`config.mk`:
```
export PLATFORM = sky130hd
export DESIGN_NAME = ex_mem_stage
export DESIGN_NICKNAME = d
export VERILOG_FILES = /design/src/rtl/riscv_pkg.sv /design/src/rtl/branch_cond.sv /design/src/rtl/ex_mem_stage.sv
export SDC_FILE = /design/constraint.sdc
export NUM_CORES = 1
export LEC_CHECK = 0
export ABC_AREA = 1
export CORE_UTILIZATION = 30
export DETAILED_ROUTE_END_ITERATION = 8
export PLACE_DENSITY_LB_ADDON = 0.15
export SLEW_MARGIN = 10
export SYNTH_ARGS = -nofsm -noshare
export SYNTH_HDL_FRONTEND = slang
export SYNTH_SLANG_ARGS = --single-unit
```
`constraint.sdc`:
```
create_clock -name clk -period 2.3 [get_ports clk]
set_input_delay 0.46 -clock clk [delete_from_list [all_inputs] [get_ports clk]]
set_output_delay 0.46 -clock clk [all_outputs]
set_load 0.01 [all_outputs]
```
`src/rtl/riscv_pkg.sv`:
```
// Shared RV32 encodings used by the execute/memory boundary logic.
package riscv_pkg;

    localparam int XLEN = 32;

    typedef enum logic [2:0] {
        F3_BEQ  = 3'b000,
        F3_BNE  = 3'b001,
        F3_BLT  = 3'b100,
        F3_BGE  = 3'b101,
        F3_BLTU = 3'b110,
        F3_BGEU = 3'b111
    } funct3_branch_e;

    typedef enum logic [1:0] {
        RESULT_ALU = 2'b00,
        RESULT_MEM = 2'b01,
        RESULT_PC4 = 2'b10
    } result_src_e;

endpackage

```
`src/rtl/branch_cond.sv`:
```
// Branch condition decode from the SUB flags of the ALU (rs1 - rs2).
module branch_cond
    import riscv_pkg::*;
(
    input  logic [2:0] funct3,
    input  logic       z,
    input  logic       n,
    input  logic       v,
    input  logic       c,
    output logic       cond
);

    always_comb begin
        cond = 1'b0;
        case (funct3)
            F3_BEQ:  cond = z;
            F3_BNE:  cond = ~z;
            // Signed less-than is the sign of the true difference, i.e. N corrected by V.
            F3_BLT:  cond = n ^ v;
            F3_BGE:  cond = ~(n ^ v);
            // Carry set on SUB means no borrow, i.e. rs1 >= rs2 unsigned.
            F3_BLTU: cond = ~c;
            F3_BGEU: cond = c;
            default: cond = 1'b0;
        endcase
    end

endmodule

```
`src/rtl/ex_mem_stage.sv`:
```
// EX/MEM boundary: branch/jump resolution, PC redirect, M pipeline register
// with stall/flush, and branch/redirect performance counters.
module ex_mem_stage
    import riscv_pkg::*;
#(
    parameter int XLEN  = riscv_pkg::XLEN,
    parameter int CNT_W = 32
) (
    input  logic             clk,
    input  logic             rst,
    input  logic             ValidE,
    input  logic [XLEN-1:0]  ALUResultE,
    input  logic             ZE,
    input  logic             NE,
    input  logic             VE,
    input  logic             CE,
    input  logic             BranchE,
    input  logic             JumpE,
    input  logic             JalrE,
    input  logic [2:0]       Funct3E,
    input  logic [XLEN-1:0]  PCE,
    input  logic [XLEN-1:0]  ImmExtE,
    input  logic [XLEN-1:0]  WriteDataE,
    input  logic [4:0]       RdE,
    input  logic             RegWriteE,
    input  logic             MemWriteE,
    input  logic [1:0]       ResultSrcE,
    input  logic [XLEN-1:0]  PCPlus4E,
    input  logic             StallM,
    input  logic             FlushM,
    output logic             PCSrcE,
    output logic [XLEN-1:0]  PCTargetE,
    output logic             ValidM,
    output logic [XLEN-1:0]  ALUResultM,
    output logic [XLEN-1:0]  WriteDataM,
    output logic [4:0]       RdM,
    output logic             RegWriteM,
    output logic             MemWriteM,
    output logic [1:0]       ResultSrcM,
    output logic [XLEN-1:0]  PCPlus4M,
    output logic [CNT_W-1:0] BranchCount,
    output logic [CNT_W-1:0] TakenCount
);

    // Handshake: an EX instruction leaves EX on a cycle where ValidE=1 and
    // StallM=0 (and not in reset); while StallM=1 it waits in EX unchanged.
    logic cond;
    logic adv_e;
    logic branch_inc;
    logic taken_inc;

    branch_cond u_branch_cond (
        .funct3 (Funct3E),
        .z      (ZE),
        .n      (NE),
        .v      (VE),
        .c      (CE),
        .cond   (cond)
    );

    assign adv_e = ValidE & ~StallM & ~rst;

    // Gated by adv_e, so a stalled instruction redirects only on its release cycle.
    assign PCSrcE = adv_e & (JumpE | (BranchE & cond));

    always_comb begin
        PCTargetE = PCE + ImmExtE;
        if (JumpE && JalrE) begin
            PCTargetE = {ALUResultE[XLEN-1:1], 1'b0};
        end
    end

    assign branch_inc = adv_e & BranchE & ~FlushM;
    assign taken_inc  = PCSrcE & ~FlushM;

    always_ff @(posedge clk) begin
        if (rst) begin
            ValidM      <= 1'b0;
            ALUResultM  <= '0;
            WriteDataM  <= '0;
            RdM         <= '0;
            RegWriteM   <= 1'b0;
            MemWriteM   <= 1'b0;
            ResultSrcM  <= RESULT_ALU;
            PCPlus4M    <= '0;
            BranchCount <= '0;
            TakenCount  <= '0;
        end else begin
            // Flush beats stall: the bubble only clears control, data fields hold.
            if (FlushM) begin
                ValidM    <= 1'b0;
                RegWriteM <= 1'b0;
                MemWriteM <= 1'b0;
            end else if (!StallM) begin
                ValidM     <= ValidE;
                ALUResultM <= ALUResultE;
                WriteDataM <= WriteDataE;
                RdM        <= RdE;
                RegWriteM  <= RegWriteE & ValidE;
                MemWriteM  <= MemWriteE & ValidE;
                ResultSrcM <= ResultSrcE;
                PCPlus4M   <= PCPlus4E;
            end
            if (branch_inc) begin
                BranchCount <= BranchCount + 1'b1;
            end
            if (taken_inc) begin
                TakenCount <= TakenCount + 1'b1;
            end
        end
    end

endmodule
```
==> run summary <==
The run finished, with violations left. The checks that failed: negative setup slack. Most common flop cell mapped by yosys: sky130_fd_sc_hd__dfxtp_1. The setup path with the least slack is of type in -> out. Setup repair after global routing could not meet its margin everywhere. The count of boundary I/O pins was 387; the net count after synthesis was 1979. The fraction of final layout cells sized beyond drive strength 1 came out at 0.238. The number of different library cells used by synthesis comes to 41. The clock transition at the registers of the reported paths was 0.07 ns. Entering global routing, the biggest net connects 110 pins.

The tools report the deepest level of the CTS H-tree as 4. Summed over all cells, the static leakage comes to 0.00765 uW. The clock latency reported for the late side of the worst-skew pair came out at 0.46 ns. The signal on the critical path passes through buf_6, ha_4, fa_2, nand3_2, nand3_4, nand3_2, nand3_4, buf_6, xnor2_4, o21ai_1, buf_2. The floorplan step set the die height to 189 um. The tools report the launching point of the worst reg2reg path as BranchCount[1].

Most common cell after layout, fill and taps aside: sky130_fd_sc_hd__nand2_1. Wires add up to 41100 um. Setup violation total in the final timing report: 24.

The logs give 0.230 for the overall track demand over capacity in global routing and 1.84 ns for the required time of the worst setup path. The via density per instance works out to 4.67. Once detail routing completed, the nets flagged for antenna violations numbered 0. For this design, the sink count on the clock tree is 170. The power density of the placed cells works out to 503 nW/um^2.

The endpoint of the lowest-slack register-to-register path is BranchCount[28]. The initial DRC count was 493; the worst hold slack across all endpoints was 0.462 ns. Following the worst setup path forward leads to its endpoint at PCTargetE[12]. The delay of the slowest cell on the worst path works out to 0.37 ns.

Max-cap violations in this run came to 0. In the final design database the tool counted 2439 nets. For this run, the number of standard cells in the final layout without fillers is 2689.

In the final timing run, aggregate negative setup slack is -2.30 ns. The first global-routing pass estimated 65200 um of wire. During synthesis, Yosys emitted a total of 0 warnings.

After floorplanning, the core was divided into 68 placement rows. For the initial antenna violation count, the log shows 0. CTS buffer count: 17. The cell at the slowest stage of the critical path is sky130_fd_sc_hd__fa_2.

Input and output buffers added on the ports amount to 386. Each instance of the synthesized netlist takes up on average 5.95 um^2. The root buffer cell chosen for the clock tree is sky130_fd_sc_hd__clkbuf_16. From synthesis to final layout, the design area changed by 67.2%. The placed wire-length estimate is 29700 um, and the final worst slack is -0.207 ns. The worst setup path is captured at a primary output.

The gate count after technology mapping is 1761, and the transition at the pin with the smallest max-transition slack is 0.595 ns. The hold path startpoint was MemWriteM. The congestion estimate from routability-driven global placement came to 0.901. For the worst slew slack as a fraction of its limit, the log shows 0.600. The largest fanout on the critical path was 3. The register bit total from synthesis is 170. In the layout the commonest cells are 381 x sky130_fd_sc_hd__nand2_1, 345 x sky130_fd_sc_hd__nor2_1, 288 x sky130_fd_sc_hd__clkdlybuf4s50_1.

The number of flops mapped to enable cells by yosys is 0, and the placeable core region is 34500 um^2. The worst ir drop on vdd was 0.000611 V. The die footprint came out at 35700 um^2. The worst setup path is launched from an input pin. After detailed routing, the number of remaining DRC violations is 0. The clock period minus worst slack works out to 2.51 ns. The run gives 0 as the final number of max-transition violations. The number of buffers and inverters on the critical path is 3.

Number of hold violations in the final report: 0. The antenna cell count is 0. The post-synthesis async set-or-reset flop share is 0.

Origin of the worst setup path: ImmExtE[0]. The maximum operating frequency is 399 MHz, and the portion of the clock cycle consumed by the worst path in the final layout is 1.09. For the starting density of the core, the log shows 0.304. The run gives 2.05 ns as the worst endpoint data arrival time. TritonCTS built the clock tree. For the final database, setup skew stands at 0.00709 ns.

The total number of vias is 12546. Counting cells, the worst reg-to-reg path comes to 8. The total standard cell area after synthesis came out at 10500 um^2. Including well taps, the total number of placed cells is 2629.

In the final routed layout, each cell accounts on average for 15.3 um. The tools report the sequential cell area fraction in the yosys report as 0.325. For the number of global-route vias before repair, the log shows 12414. Among cell families on the critical path, the largest total delay comes from adder cells. The die is 189 um wide.

The number of cells on the critical path came out at 11. The logs give 0 for the residual overflow from global routing and 5 for the first-pass iteration count of the detailed router. The min-delay analysis places its worst path in the category reg -> reg.

The clock passes through at most 2 buffers. The setup check on the worst reg-to-reg path leaves a slack of 0.43 ns.
-- layout make-up --
cell class	instances	area, um^2
well taps	455	569
repair buffers	501	4640
fillers	3438	16900
multi-input cells	1317	7480
flip-flops and latches	170	3400
inverters	214	821
clock buffers	23	458
clock inverters	9	139
-- where the power goes --
group          switching, uW  leakage, uW  total [uW]  internal (uW)
combinational           1320      0.00598        2590           1270
sequential              62.0      0.00139        3130           3070
clock                   1340     0.000284        3090           1750
-- registers in the layout (all words and copies together), names as in the netlist --
signal,flops
ValidM,1
BranchCount,32
ResultSrcM,2
RdM,5
MemWriteM,1
WriteDataM,32
PCPlus4M,32
TakenCount,32
RegWriteM,1
ALUResultM,32
-- Yosys cell counts, types with 4 or more instances --
master / n / area share
sky130_fd_sc_hd__inv_1: 202 / 0.072
sky130_fd_sc_hd__nand3b_1: 14 / 0.010
sky130_fd_sc_hd__nand2_1: 503 / 0.18
sky130_fd_sc_hd__nand3_1: 93 / 0.044
sky130_fd_sc_hd__nand2_2: 6 / 0.0036
sky130_fd_sc_hd__buf_2: 9 / 0.0043
sky130_fd_sc_hd__nand4_1: 31 / 0.019
sky130_fd_sc_hd__o21ai_1: 11 / 0.0053
sky130_fd_sc_hd__inv_2: 9 / 0.0032
sky130_fd_sc_hd__buf_1: 8 / 0.0029
sky130_fd_sc_hd__or2_2: 5 / 0.0030
sky130_fd_sc_hd__nor2_1: 370 / 0.13
sky130_fd_sc_hd__o21ai_0: 124 / 0.059
sky130_fd_sc_hd__a21oi_1: 57 / 0.027
sky130_fd_sc_hd__nor3_1: 25 / 0.012
sky130_fd_sc_hd__dfxtp_1: 170 / 0.32
sky130_fd_sc_hd__clkbuf_1: 39 / 0.014
sky130_fd_sc_hd__ha_1: 33 / 0.039
sky130_fd_sc_hd__nor2_2: 4 / 0.0024
sky130_fd_sc_hd__nor2_4: 7 / 0.0075
sky130_fd_sc_hd__xnor2_1: 6 / 0.0050
-- per-layer routing --
layer / global-route usage / share of wire / routed length (um) / vias up
li1: - / - / - / 6440
met1: 0.277 / 0.43 / 17700 / 5668
met2: 0.399 / 0.48 / 19500 / 376
met3: 0.0558 / 0.067 / 2750 / 62
met4: 0.0766 / 0.027 / 1110 / 0
met5: 0 / 0 / 0 / -
-- metrics by stage --
stage,instance area [um^2],power (uW),utilization,worst slack (ns)
2_1_floorplan,10500,4080,-,0.0531
3_3_place_gp,15400,5280,0.446,-1.18
3_5_place_dp,15400,5280,0.446,-1.17
4_1_cts,17200,8780,0.501,-0.199
5_1_grt,17500,9230,0.508,-0.243
6_report,17500,8810,0.508,-0.207
-- kinds of logic (layout without fill, tap and decap cells) --
family                   count (synthesis)  count (layout)  synth area share
AO/OA/AOI/OAI                          201             201            0.0979
buffers and inverters                  274             747             0.102
adder cells (fa/ha/maj)                 34              34            0.0413
AND/OR/NAND/NOR                       1073            1073             0.427
flip-flops                             170             170             0.325
XOR/XNOR                                 9               9           0.00753
-- tightest hold or removal path: stages (launching register included) --
cell and delay (ns):
sky130_fd_sc_hd__dfxtp_1 0.31, sky130_fd_sc_hd__nand2_1 0.05, sky130_fd_sc_hd__a21oi_1 0.06
-- how the worst min path moves through the flow --
stage                      to  slack [ns]  cells after the start
floorplan           MemWriteM        0.48                      2
global placement    MemWriteM        0.44                      2
detailed placement  MemWriteM        0.45                      2
CTS                 MemWriteM        0.46                      2
global route        MemWriteM        0.49                      2
finish              MemWriteM        0.46                      2
-- repair_timing --
| item | in CTS | in global routing |
|---|---|---|
| setup endpoints to repair | 33 | 33 |
| hold buffers | 0 | 0 |
| buffers inserted | 21 | 5 |
| pin swaps | 164 | 51 |
| cloned | 1 | 1 |
| resized for setup | 688 | 67 |
No activity file was read; power rests on OpenSTA's default activity.
